### config.mk
export PLATFORM = sky130hd
export DESIGN_NAME = stream_rr_arbiter
export DESIGN_NICKNAME = d
export VERILOG_FILES = /design/src/rtl/stream_rr_arbiter.sv
export SDC_FILE = /design/constraint.sdc
export NUM_CORES = 1
export LEC_CHECK = 0
export CAP_MARGIN = 30
export CORE_ASPECT_RATIO = 0.5
export CORE_MARGIN = 5
export CORE_UTILIZATION = 50
export DETAILED_ROUTE_END_ITERATION = 6
export DONT_BUFFER_PORTS = 1
export GPL_ROUTABILITY_DRIVEN = 0
export PLACE_DENSITY_LB_ADDON = 0.1
export SYNTH_ARGS = -nofsm -noshare
export SYNTH_HDL_FRONTEND = slang
export SYNTH_SLANG_ARGS = --single-unit
### constraint.sdc
create_clock -name clk -period 1.9 [get_ports clk]
set_input_delay 0.19 -clock clk [delete_from_list [all_inputs] [get_ports clk]]
set_output_delay 0.19 -clock clk [all_outputs]
set_load 0.02 [all_outputs]
### src/rtl/stream_rr_arbiter.sv
// Round-robin arbiter sharing one registered AXI-stream output between NI requesters.
// Optional frame locking is enabled with the STREAM_ARB_LOCK_EN macro.
//
// state | meaning
// IDLE  | no owner; scan valids from rr_ptr for the next winner
// GRANT | owner streams up to BURST beats through the output register
module stream_rr_arbiter #(
   parameter int NI    = 4,
   parameter int DW    = 24,
   parameter int TIDW  = 8,
   parameter int BURST = 4
) (
   input  logic               clk,
   input  logic               rst,
   input  logic [NI*DW-1:0]   s_axis_tdata,
   input  logic [NI-1:0]      s_axis_tvalid,
`ifdef STREAM_ARB_LOCK_EN
   input  logic [NI-1:0]      s_axis_tlock,
`endif
   output logic [NI-1:0]      s_axis_tready,
   output logic [DW-1:0]      m_axis_tdata,
   output logic               m_axis_tvalid,
   input  logic               m_axis_tready,
   output logic [TIDW-1:0]    m_axis_tid,
   output logic [NI-1:0]      grant
);

   localparam int IW = $clog2(NI);
   localparam int CW = $clog2(BURST + 1);

   typedef enum logic {IDLE, GRANT} state_t;

   state_t          state_q, state_d;
   logic [IW-1:0]   owner_q, owner_d;
   logic [IW-1:0]   rr_ptr_q, rr_ptr_d;
   logic [NI-1:0]   grant_q, grant_d;
   logic [CW-1:0]   beat_ctr_q, beat_ctr_d;
   logic [DW-1:0]   data_q, data_d;
   logic [TIDW-1:0] tid_q, tid_d;
   logic            valid_q, valid_d;

   logic [NI-1:0]   rot_vld;
   logic [IW-1:0]   offset;
   logic [IW:0]     win_sum;
   logic [IW-1:0]   winner;
   logic            found;
   logic [DW-1:0]   own_data;
   logic            owner_valid;
   logic            in_ready;
   logic            in_hs;
   logic            out_hs;
   logic            burst_done;
   logic            release_now;
   logic [IW-1:0]   next_ptr;

`ifdef STREAM_ARB_LOCK_EN
   logic            lock_q, lock_d;
   logic            own_lock;
   assign own_lock = |(s_axis_tlock & grant_q);
`endif

   // rotate valids so rr_ptr lands on bit 0, then take the lowest set bit
   always_comb begin
      rot_vld = NI'({s_axis_tvalid, s_axis_tvalid} >> rr_ptr_q);
      offset  = '0;
      for (int i = NI - 1; i >= 0; i--) begin
         if (rot_vld[i]) offset = IW'(i);
      end
      found   = |rot_vld;
      win_sum = {1'b0, rr_ptr_q} + {1'b0, offset};
      if (win_sum >= (IW+1)'(NI)) win_sum = win_sum - (IW+1)'(NI);
      winner  = win_sum[IW-1:0];
   end

   always_comb begin
      own_data = '0;
      for (int i = 0; i < NI; i++) begin
         if (grant_q[i]) own_data = s_axis_tdata[i*DW +: DW];
      end
   end

   assign owner_valid   = |(s_axis_tvalid & grant_q);
   assign in_ready      = !valid_q || m_axis_tready;
   assign s_axis_tready = (state_q == GRANT && in_ready) ? grant_q : '0;
   assign in_hs         = (state_q == GRANT) && owner_valid && in_ready;
   assign out_hs        = valid_q && m_axis_tready;
   assign burst_done    = (beat_ctr_q + CW'(1)) == CW'(BURST);
   assign next_ptr      = (owner_q == IW'(NI - 1)) ? '0 : owner_q + IW'(1);

   always_comb begin
      state_d     = state_q;
      owner_d     = owner_q;
      rr_ptr_d    = rr_ptr_q;
      grant_d     = grant_q;
      beat_ctr_d  = beat_ctr_q;
      data_d      = data_q;
      tid_d       = tid_q;
      valid_d     = valid_q;
      release_now = 1'b0;
`ifdef STREAM_ARB_LOCK_EN
      lock_d      = lock_q;
`endif

      if (in_hs) begin
         data_d  = own_data;
         tid_d   = TIDW'(owner_q);
         valid_d = 1'b1;
      end else if (out_hs) begin
         valid_d = 1'b0;
      end

      case (state_q)
         IDLE: begin
            if (found) begin
               state_d    = GRANT;
               owner_d    = winner;
               grant_d    = NI'(1) << winner;
               beat_ctr_d = '0;
`ifdef STREAM_ARB_LOCK_EN
               lock_d     = 1'b0;
`endif
            end
         end
         GRANT: begin
            if (in_hs) beat_ctr_d = beat_ctr_q + CW'(1);
`ifdef STREAM_ARB_LOCK_EN
            // a locked frame ignores the burst limit and valid gaps until its last beat
            if (in_hs && own_lock) begin
               lock_d     = 1'b1;
               beat_ctr_d = '0;
            end else if (in_hs && lock_q) begin
               lock_d      = 1'b0;
               release_now = 1'b1;
            end else if (!lock_q) begin
               release_now = !owner_valid || (in_hs && burst_done);
            end
`else
            release_now = !owner_valid || (in_hs && burst_done);
`endif
            if (release_now) begin
               state_d  = IDLE;
               grant_d  = '0;
               rr_ptr_d = next_ptr;
            end
         end
         default: state_d = IDLE;
      endcase
   end

   always_ff @(posedge clk or posedge rst) begin
      if (rst) begin
         state_q    <= IDLE;
         owner_q    <= '0;
         rr_ptr_q   <= '0;
         grant_q    <= '0;
         beat_ctr_q <= '0;
         data_q     <= '0;
         tid_q      <= '0;
         valid_q    <= 1'b0;
`ifdef STREAM_ARB_LOCK_EN
         lock_q     <= 1'b0;
`endif
      end else begin
         state_q    <= state_d;
         owner_q    <= owner_d;
         rr_ptr_q   <= rr_ptr_d;
         grant_q    <= grant_d;
         beat_ctr_q <= beat_ctr_d;
         data_q     <= data_d;
         tid_q      <= tid_d;
         valid_q    <= valid_d;
`ifdef STREAM_ARB_LOCK_EN
         lock_q     <= lock_d;
`endif
      end
   end

   assign m_axis_tdata  = data_q;
   assign m_axis_tvalid = valid_q;
   assign m_axis_tid    = tid_q;
   assign grant         = grant_q;

endmodule

Yosys cells after proc, flatten, opt, wreduce, memory -nomap -nowiden
Cells that the tools add are included.

storage, ports and cells
  bits in registers = 39
  input port bits = 103
  output and inout port bits = 41
  logic and storage cells = 60

cells by class
  $add $sub $neg = 4
  order comparisons = 1
  equality and inequality tests = 5
  shift operators = 2
  muxes and demuxes = 22
  bitwise operators = 2
  reduce and logical (&&, ||, !) cells = 16

operator list
  operator               count
  $mux W24               4
  $mux W2                6
  $mux W4                3
  $pmux W4 S2            1
  $reduce_and A2 Y1      4
  $reduce_or A4 Y1       2
  $shr A8 B2 Y4          1
  $mux W3                2
  $pmux W3 S2            1
  $logic_and A1 B1 Y1    5
  $and A4 B4 Y4          1
  $mux W1                4
  $ne A2 B1 Y1 const B   2
  $shl A1 B2 Y4 const A  1
  $add A2 B2 Y3          1
  $add A3 B1 Y3 const B  1
  $eq A3 B3 Y1 const B   1
  $ge A3 B3 Y1 const B   1
  $add A2 B1 Y2 const B  1
  $eq A2 B2 Y1 const B   1
  $logic_not A1 Y1       2
  $logic_or A1 B1 Y1     2
  $ne A2 B2 Y1 const B   1
  $pmux W1 S2            1
  3 further kinds        3

Longest topological paths before layout
Gate-level depths: netlist of the first run.

  word-level depth = 11
  depth in mapped cells = 9
  mapped depth without buffers = 8

Worst setup path before layout of the first run
OpenSTA, ideal clock, no wires.

  path kind = register to register
  start = reg rr_ptr_q[0]
  end = reg owner_q[1]
  arrival = 1.688 ns
  required time = 1.775 ns
  setup slack = 0.087 ns
  stages on the path, launching flop included = 9
  buffers on the path = 1
  period minus slack after synthesis = 1.813 ns
  cells stage by stage = dfrtp_1 buf_2 nor4_1 a21oi_1 o211ai_1 ha_1 xor2_1 xnor2_2 mux2_2

between the ends
  longest elaborated chain between the ends = 8
  elaborated cells between the ends (all ways) = 11
  classes of those cells = add/sub (2); order compare (1); shift (1); mux (5); reduce/logical (2)

RTL lines
  element                                        line  text
  start: declaration                             35    logic [IW-1:0] rr_ptr_q, rr_ptr_d;
  start signal: assignment                       166   rr_ptr_q <= rr_ptr_d;
  $shr A8 B2 Y4                                  64    rot_vld = NI'({s_axis_tvalid, s_axis_tvalid} >> rr_ptr_q);
  $mux W2 (4 in series)                          67    if (rot_vld[i]) offset = IW'(i);
  $add A2 B2 Y3                                  70    win_sum = {1'b0, rr_ptr_q} + {1'b0, offset};
  $ge A3 B3 Y1 or $sub A2 B1 Y2 (tied branches)  71    if (win_sum >= (IW+1)'(NI)) win_sum = win_sum - (IW+1)'(NI);
  $mux W2                                        71
  end signal: assignment                         165   owner_q <= owner_d;
  end: declaration                               34    logic [IW-1:0] owner_q, owner_d;

Several ways; a longest one is shown, not always the timed one.
A chain may end at the register's enable or synchronous reset.

Final worst setup path of the first run
Same ends and word-level chain as after synthesis.

==> results of run 1 <==
## synth_stat cells (all sizes together)
| cell type | number | share of area |
|---|---|---|
| dfrtp | 39 | 0.39 |
| mux2 | 4 | 0.022 |
| a22o | 2 | 0.0070 |
| nor2 | 35 | 0.055 |
| clkbuf | 14 | 0.021 |
| o21ai | 4 | 0.0095 |
| inv | 3 | 0.0045 |
| a221oi | 25 | 0.094 |
| o211ai | 1 | 0.0030 |
| xor2 | 1 | 0.0035 |
| nor2b | 25 | 0.062 |
| ha | 4 | 0.020 |
| nor3 | 26 | 0.052 |
| buf | 20 | 0.060 |
| xnor2 | 1 | 0.0065 |
| nor4 | 1 | 0.0025 |
| o31ai | 2 | 0.0060 |
| a32oi | 1 | 0.0065 |
| conb | 1 | 0.0015 |
| a32o | 1 | 0.0040 |
| a211oi | 1 | 0.0030 |
| a21o | 1 | 0.0030 |
| o32ai | 2 | 0.0070 |
| and3 | 6 | 0.015 |
| mux2i | 2 | 0.0080 |
| nand2 | 13 | 0.019 |
| nand2b | 4 | 0.010 |
| a21oi | 52 | 0.11 |
## layer usage
layer	vias up	share of wire	global-route usage
met5	-	0	0
met4	0	0.0054	0.04737
met3	6	0.096	0.06580
met2	73	0.51	0.3181
met1	961	0.39	0.2121
li1	1035	-	-
## registers in the layout, summed over array words and instances, names as in the netlist
name	count
state_q	1
grant	4
m_axis_tvalid	1
beat_ctr_q	3
m_axis_tid	2
m_axis_tdata	24
owner_q	2
rr_ptr_q	2
## power breakdown
| group | switching (µW) | total, µW | internal, µW |
|---|---|---|---|
| Sequential | 690 | 1930 | 1240 |
| Clock | 284 | 577 | 293 |
| Combinational | 1210 | 2190 | 977 |
| Total | 2190 | 4700 | 2510 |
## critical path: cells and delay by family (launching register included)
family,cells,cell delay (ns)
xor gates and xnor gates,2,0.33
muxes,1,0.28
and+or+nand+nor,1,0.16
AOI/OAI and AO/OA,2,0.25
adders and majority gates,1,0.22
DFF,1,0.47
## logic make-up (layout without fill, tap and decap cells)
kind of cell             after synthesis  in the layout  share of synthesized area
flip-flops                            39             39                     0.3884
AND/OR/NAND/NOR                      110            110                     0.2161
multiplexers                           6              6                    0.03038
AO/OA/AOI/OAI                         92             92                     0.2480
other                                  1              6                   0.001493
buffers and inverters                 37             26                    0.08565
XOR/XNOR                               2              2                   0.009963
adder cells (fa/ha/maj)                4              4                    0.01992
## how the worst max path moves through the flow
| stage | endpoint | slack (ns) | cells past startpoint |
|---|---|---|---|
| final | owner_q[1]$_DFFE_PP0P_ | 0.08 | 7 |
| after global routing | owner_q[1]$_DFFE_PP0P_ | -0.02 | 7 |
| after floorplan | owner_q[1]$_DFFE_PP0P_ | 0.09 | 8 |
| after global placement | grant[3]$_DFFE_PP0P_ | 0.04 | 7 |
| after CTS | owner_q[1]$_DFFE_PP0P_ | 0.03 | 7 |
| after detailed placement | m_axis_tdata[12]$_DFFE_PP0P_ | -0.05 | 5 |
## repair_timing
| action | in CTS | in global routing |
|---|---|---|
| hold endpoints to repair | 39 | 0 |
| setup endpoints to repair | 23 | 3 |
| resized for setup | 1 | 2 |
| gates cloned | 0 | 0 |
| setup buffers | 0 | 2 |
| hold buffers | 1 | 0 |
## area by class of cell
cell class              count  share of cell area
clock buffers               7             0.03256
clock inverters             1            0.001888
inverters                   3            0.004247
multi-input cells         220              0.5111
flip-flops and latches     39              0.3690
well taps                  70             0.03303
repair buffers             15             0.04814
## metrics by stage
step | total power (µW) | worst slack [ns] | instances | setup TNS [ns] | instance area, µm²
2_1_floorplan | 3694 | 0.08709 | 296 | 0 | 2531
3_3_place_gp | 4041 | 0.03733 | 344 | 0 | 2521
3_5_place_dp | 4102 | -0.04584 | 344 | -0.1247 | 2521
4_1_cts | 4706 | 0.02831 | 353 | 0 | 2628
5_1_grt | 5110 | -0.01899 | 355 | -0.02659 | 2651
6_report | 4697 | 0.07647 | 355 | 0 | 2651
==> results list, run 1 <==
- Vert. Die Dim: between 60 and 70 µm
- For this configuration, the core starts out at a cell density of 0.5141.
* Part of the cycle the worst path needs: 0.9598
- List of cells traversed by the critical path: and3_1, o21ai_0, o211ai_1, ha_1, xor2_2, xnor2_2, mux2_2
* Start point of the worst hold path: s_axis_tdata[94]
- Number of top-level pins: approximately 140
- Area occupied by registers: around 980 µm²
* Area used by multi-input combinational logic: around 0.0014 mm²
- Floorplan die width: approximately 110 µm
* Timing-limited maximum frequency: ~0.55 GHz
- The floorplan has 18 rows.
- Total Nets Final: 391
- The clock arrives with around 0.0094 ns of skew.
- Measured on the finished design, the core utilization comes to 0.5425.
- LEAKAGE: roughly 0.0011 µW
- The via count of the first global-routing pass came to 1900.
* Gr ovfl total: 0
- The startpoint identified for the worst register-to-register timing path is rr_ptr_q[0]$_DFFE_PP0P_.
- At the worst endpoint, the required time is 2.07 ns.
* Post-synthesis register bit count: 39
- Fin. Hold Viols: 0
* First-pass GRT wire length: approximately 9.3 mm
- For this block, the routed nets add up to 6.313 mm of wire.
- Power per cell area: between 1500 and 2000 mW/mm²
- DRC violations left: 0
* Element type at the critical path start: flop
* Endpoint of the worst-slack reg-to-reg timing path: owner_q[1]$_DFFE_PP0P_
- Maximum number of pins on one net before global-route repair: 52
- Buffers on Ports: 0
- In this run the cell area of the synthesized design comes to 0.002512 mm².
* Number of clock buffers inserted by TritonCTS: 5
* Initial antenna violation count: 0
- Clock tree synthesis found a total of 39 sinks.
- Number of optimization iterations in the first detailed-route pass: 4
- DR vias: about 2100
* Maximum clock insertion buffer count: 2
- Worst IR Drop VDD: around 0.9 mV
* Transition time at the pin with the least slew margin: about 0.59 ns
* Arrival time of data at the critical path endpoint: approximately 2.0 ns
* Core region area: around 0.0049 mm²
* Synthesized area per cell: 8.634 µm²
- Of the cells placed in the final design, the portion with a size suffix greater than 1 is 0.1228.
* Iteration-0 DRC Markers: roughly 130
- Yosys synthesis warning count: 0
* Synthesized instance count: roughly 290
- After layout, the minimum clock period comes to ~1.8 ns.
- Wire length per cell: about 18 µm
- After clock tree synthesis, the clock-pin slew on the worst setup and hold paths is 0.08 ns.
- Setup slack on the worst reg-to-reg path comes out at roughly 0.076 ns.
- Die footprint: between 0.006 and 0.007 mm²
* Worst stage delay on the critical path: approximately 0.47 ns
* Most frequent standard cell in the layout excluding fill and tap cells: sky130_fd_sc_hd__a21oi_1
* Max Cap Viol: 0
* Clock tree from TritonCTS: yes
* Max-slew violation total from the final report: 0
- Remaining number of nets flagged by the antenna check after routing: 0
* Number of distinct library cell variants in the gate-level netlist after synthesis: 36
- DR vias/cell: 5.845
- Setup violations remaining at the end of the flow were counted as 0.
- Clock latency on the worst-skew pair: between 0.2 and 0.3 ns
- Total routing usage reported by global routing: 0.1810
* Critical Path Source: rr_ptr_q[0]$_DFFE_PP0P_
* Worst hold path endpoint: m_axis_tdata[22]$_DFFE_PP0P_
- Min-delay worst type: input pin to flop
* Most frequent cells in the layout: 51 x sky130_fd_sc_hd__a21oi_1, 37 x sky130_fd_sc_hd__dfrtp_1, 34 x sky130_fd_sc_hd__nor2_1
- Crit-path slowest cell: sky130_fd_sc_hd__dfrtp_2
- The tightest hold path in the finished design has a slack of ~0.11 ns.
- H-tree Lvls: 2
* Path depth of the worst reg2reg path: 7
- The flow ran to the end, and the final reports show no timing, DRC or antenna violations.
* Maximum fanout encountered on the critical timing path: 10
- Of the synthesized area, sequential elements account for 0.3884.
- The worst pin sits at a relative slew slack of 0.6044.
- P&R area growth vs syn: 5.528%
- Fill cells in the final layout number around 470.
- The root buffer cell chosen for the clock tree is sky130_fd_sc_hd__clkbuf_8.
* Endpoint kind of the worst setup timing path: flop
- Dpl hpwl: between 4 and 5 mm
* Antenna diode count: 0
- WS Path Type: flop to flop
* Instance count along the most critical hold path: 2
Note: power is estimated with default switching activity, not from simulation.
==> run 2: changes to the inputs <==
--- a/config.mk
+++ b/config.mk
@@ -6,9 +6,11 @@
 export NUM_CORES = 1
 export LEC_CHECK = 0
 export CAP_MARGIN = 30
+export CELL_PAD_IN_SITES_DETAIL_PLACEMENT = 0
+export CELL_PAD_IN_SITES_GLOBAL_PLACEMENT = 1
 export CORE_ASPECT_RATIO = 0.5
 export CORE_MARGIN = 5
-export CORE_UTILIZATION = 50
+export CORE_UTILIZATION = 40
 export DETAILED_ROUTE_END_ITERATION = 6
 export DONT_BUFFER_PORTS = 1
 export GPL_ROUTABILITY_DRIVEN = 0
==> run 2 against run 1 <==
Combinational power up 7%. Hold slack better by 0.0050 ns. Highest routed layer unchanged. Sequential share of layout area down 2.1 points. Register-to-register slack better by 0.02 ns. Die area up 22%. Flip-flop and latch count unchanged. Sequential power about the same. Final cell count up 5.9%. Power up 12%.
==> results list, run 2 (synthesized netlist as in run 1, its figures left out) <==
- Final worst path period need: 1.802 ns (-0.02129 ns)
- The aggregate global-route resource usage is 0.1700 (-0.01095).
- The worst-path maximum fanout was 8 (-2).
* Instance count after placement with tap cells included: 362 (+5.2%)
- Max reg flops: 24 (unchanged)
- The tightest slew margin relative to the limit was 0.5964 (-0.007923).
- Power per cell area: 1879 mW/mm² (+6.1%)
- The clock buffer count from CTS came to 5 (unchanged).
- Placed cell areas: 0.002544 mm² (+0.89%)
* Transition time at the pin with the least slew margin: 0.6041 ns (+0.01186 ns)
* Remaining number of nets flagged by the antenna check after routing: 0 (unchanged)
- The leakage dissipation came to 0.001145 µW (+5.2%).
- The run finished with clean final reports.
- The number of vias after detailed routing came to 2169 (+4.5%).
- Fin. Hold Viols: 0 (unchanged)
- Setup repair after global routing could not meet its margin everywhere.
- From synthesis to final layout, the design area changed by 11.75%.
* Finished Layout Cells: 376 (+5.9%)
- Maximum number of pins on one net before global-route repair: 52 (unchanged)
- Final clock skew: 0.008121 ns (-0.001263 ns)
- The startpoint identified for the worst register-to-register timing path is rr_ptr_q[0]$_DFFE_PP0P_.
- Max Cap Viol: 0 (unchanged)
* Internal reg-to-reg setup slack: 0.1 ns (+0.02 ns)
- The post-layout total power was 5276 µW (+12%).
- Instance count along the most critical hold path: 2 (unchanged)
- The sum of net half-perimeters after detailed placement is 5.029 mm (+7.8%).
* Gr ovfl total: 0 (unchanged)
- The floorplan die height came to 66.04 µm (+9.8%).
* Min-delay worst type: input pin to flop
* Clock Tree Root: sky130_fd_sc_hd__clkbuf_16
* DR vias/cell: 5.769 (-1.3%)
- Part of the cycle the worst path needs: 0.9485 (-0.01120)
- The total I/O pin count was 144 (unchanged).
* Total routed wirelength: 7.173 mm (+14%)
* Final design area excluding fillers: 0.002808 mm² (+5.9%)
- The number of setup violations in the final report is 0 (unchanged).
* Die footprint: 0.008062 mm² (+22%)
- First-pass GRT wire length: 10.52 mm (+13%)
- TritonCTS built the clock tree.
- The starting density of the core is 0.4132 (-0.1009).
- By startpoint and endpoint, the worst setup path is classified as flop to flop.
* Maximum clock insertion buffer count: 2 (unchanged)
* Number of global-route vias before repair: 1992 (+4.8%)
* Iteration-0 DRC Markers: 105 (-20%)
- Number of optimization iterations in the first detailed-route pass: 4 (unchanged)
- The maximum clock frequency is 0.5549 GHz (+1.2%).
- In this run the critical register-to-register path is captured at owner_q[1]$_DFFE_PP0P_.
- The clock slew at the register clock pins of the worst setup and hold paths is 0.06 ns (-0.02 ns).
- The fraction of final layout cells with drive strength greater than 1 is 0.1493 (+0.02650).
* Core occupancy in the finished layout: 0.4617 (-0.08077)
* DRC violations left: 0 (unchanged)
- The number of I/O port buffers is 0 (unchanged).
* WHS: 0.1189 ns (+0.004995 ns)
- Endpoint kind of the worst setup timing path: flop
- Initial antenna violation count: 0 (unchanged)
- Clock latency on the worst-skew pair: 0.29 ns (about the same)
* Start point of the worst hold path: s_axis_tdata[80]
- The antenna diode count was 0 (unchanged).
- The critical path required time was 2.08 ns (about the same).
* Worst hold path endpoint: m_axis_tdata[8]$_DFFE_PP0P_
- The post-detailed-route wirelength per cell came to 19.08 µm (+7.3%).
- Max-slew violation total from the final report: 0 (unchanged)
- Floorplan die width: 122.1 µm (+11%)
- Most frequent standard cell in the layout excluding fill and tap cells: sky130_fd_sc_hd__a21oi_1
- The CTS sink count came to 39 (unchanged).
- The placeable core region is 0.006081 mm² (+24%).
- The peak supply drop is 0.7604 mV (-14%).
- The number of placement rows was 20 (+2).
- Arrival time of data at the critical path endpoint: 1.98 ns (-0.02 ns)
- Total Nets Final: 394 (+0.77%)
- The deepest level of the CTS H-tree came to 2 (unchanged).
- The top cell types in the final layout, fill and taps aside, are 50 x sky130_fd_sc_hd__a21oi_1, 37 x sky130_fd_sc_hd__dfrtp_1, 34 x sky130_fd_sc_hd__nor2_1.
* Element type at the critical path start: flop
- The number of cells on the worst reg-to-reg path was 7 (unchanged).
## run 2: cell count changes in the layout (fill, tap and decap cells not counted), sizes merged
cell,change
buf,+2
clkbuf,-1
nor2,+1
bufinv,+1
## run 2: how the worst max path moves through the flow
| stage | startpoint | to | slack, ns | depth (start not counted) |
|---|---|---|---|---|
| after floorplan | rr_ptr_q[0]$_DFFE_PP0P_ | owner_q[1]$_DFFE_PP0P_ | 0.09 | 8 |
| after global placement | rr_ptr_q[0]$_DFFE_PP0P_ | grant[3]$_DFFE_PP0P_ | 0.02 | 7 |
| after detailed placement | grant[1]$_DFFE_PP0P_ | m_axis_tdata[9]$_DFFE_PP0P_ | -0.06 | 5 |
| after CTS | rr_ptr_q[0]$_DFFE_PP0P_ | owner_q[1]$_DFFE_PP0P_ | 0.005 | 7 |
| after global routing | rr_ptr_q[0]$_DFFE_PP0P_ | owner_q[1]$_DFFE_PP0P_ | 0.002 | 7 |
| final | rr_ptr_q[0]$_DFFE_PP0P_ | owner_q[1]$_DFFE_PP0P_ | 0.1 | 7 |
## run 2: per-stage QoR
step                      setup slack, ns  TNS (ns)
after floorplan                   0.08709         0
after global placement            0.01814         0
after detailed placement         -0.05871   -0.3859
after CTS                        0.005308         0
after global routing             0.001503         0
final                             0.09776         0
## run 2: layer usage
metal / vias to the layer above / part of all wire / track usage / wire [µm]
met5: - / 0 / 0 / 0
met1: 1038 / 0.42 / 0.2096 / 3012
met4: 0 / 0.012 / 0.05160 / 88
met3: 10 / 0.092 / 0.06068 / 663
li1: 1034 / - / - / -
met2: 87 / 0.48 / 0.2816 / 3409
## run 2: final cells by class
cell class                 count  area [µm²]
clock buffer                   6       138.9
clock inverter                 2       35.03
timing repair buffer          17       142.6
sequential                    39       978.4
tap                           88       110.1
fill                         626        3273
inverter                       3       11.26
multi-input combinational    221        1391
## run 2: timing repair
action / CTS / global route
setup endpoints to repair: 29 / 21
gates cloned: 0 / 1
hold buffers: 1 / 0
hold endpoints to repair: 39 / 0
pin swaps: 0 / 4
buffers inserted: 0 / 4
resized for setup: 4 / 7
## run 2: worst max-delay path, cell delays in order, from the launching register on
cell                       delay [ns]
sky130_fd_sc_hd__dfrtp_2         0.47
sky130_fd_sc_hd__nor4_4          0.26
sky130_fd_sc_hd__a21oi_2         0.06
sky130_fd_sc_hd__o211ai_1        0.09
sky130_fd_sc_hd__ha_2            0.22
sky130_fd_sc_hd__xor2_2          0.18
sky130_fd_sc_hd__xnor2_2         0.13
sky130_fd_sc_hd__mux2_4          0.28
## run 2: report_power, final
group          internal [µW]  leakage [µW]  total [µW]  switching, µW
registers               1240      0.000463        1940            702
logic                   1030      0.000594        2340           1300
clock network            653     0.0000868         997            344
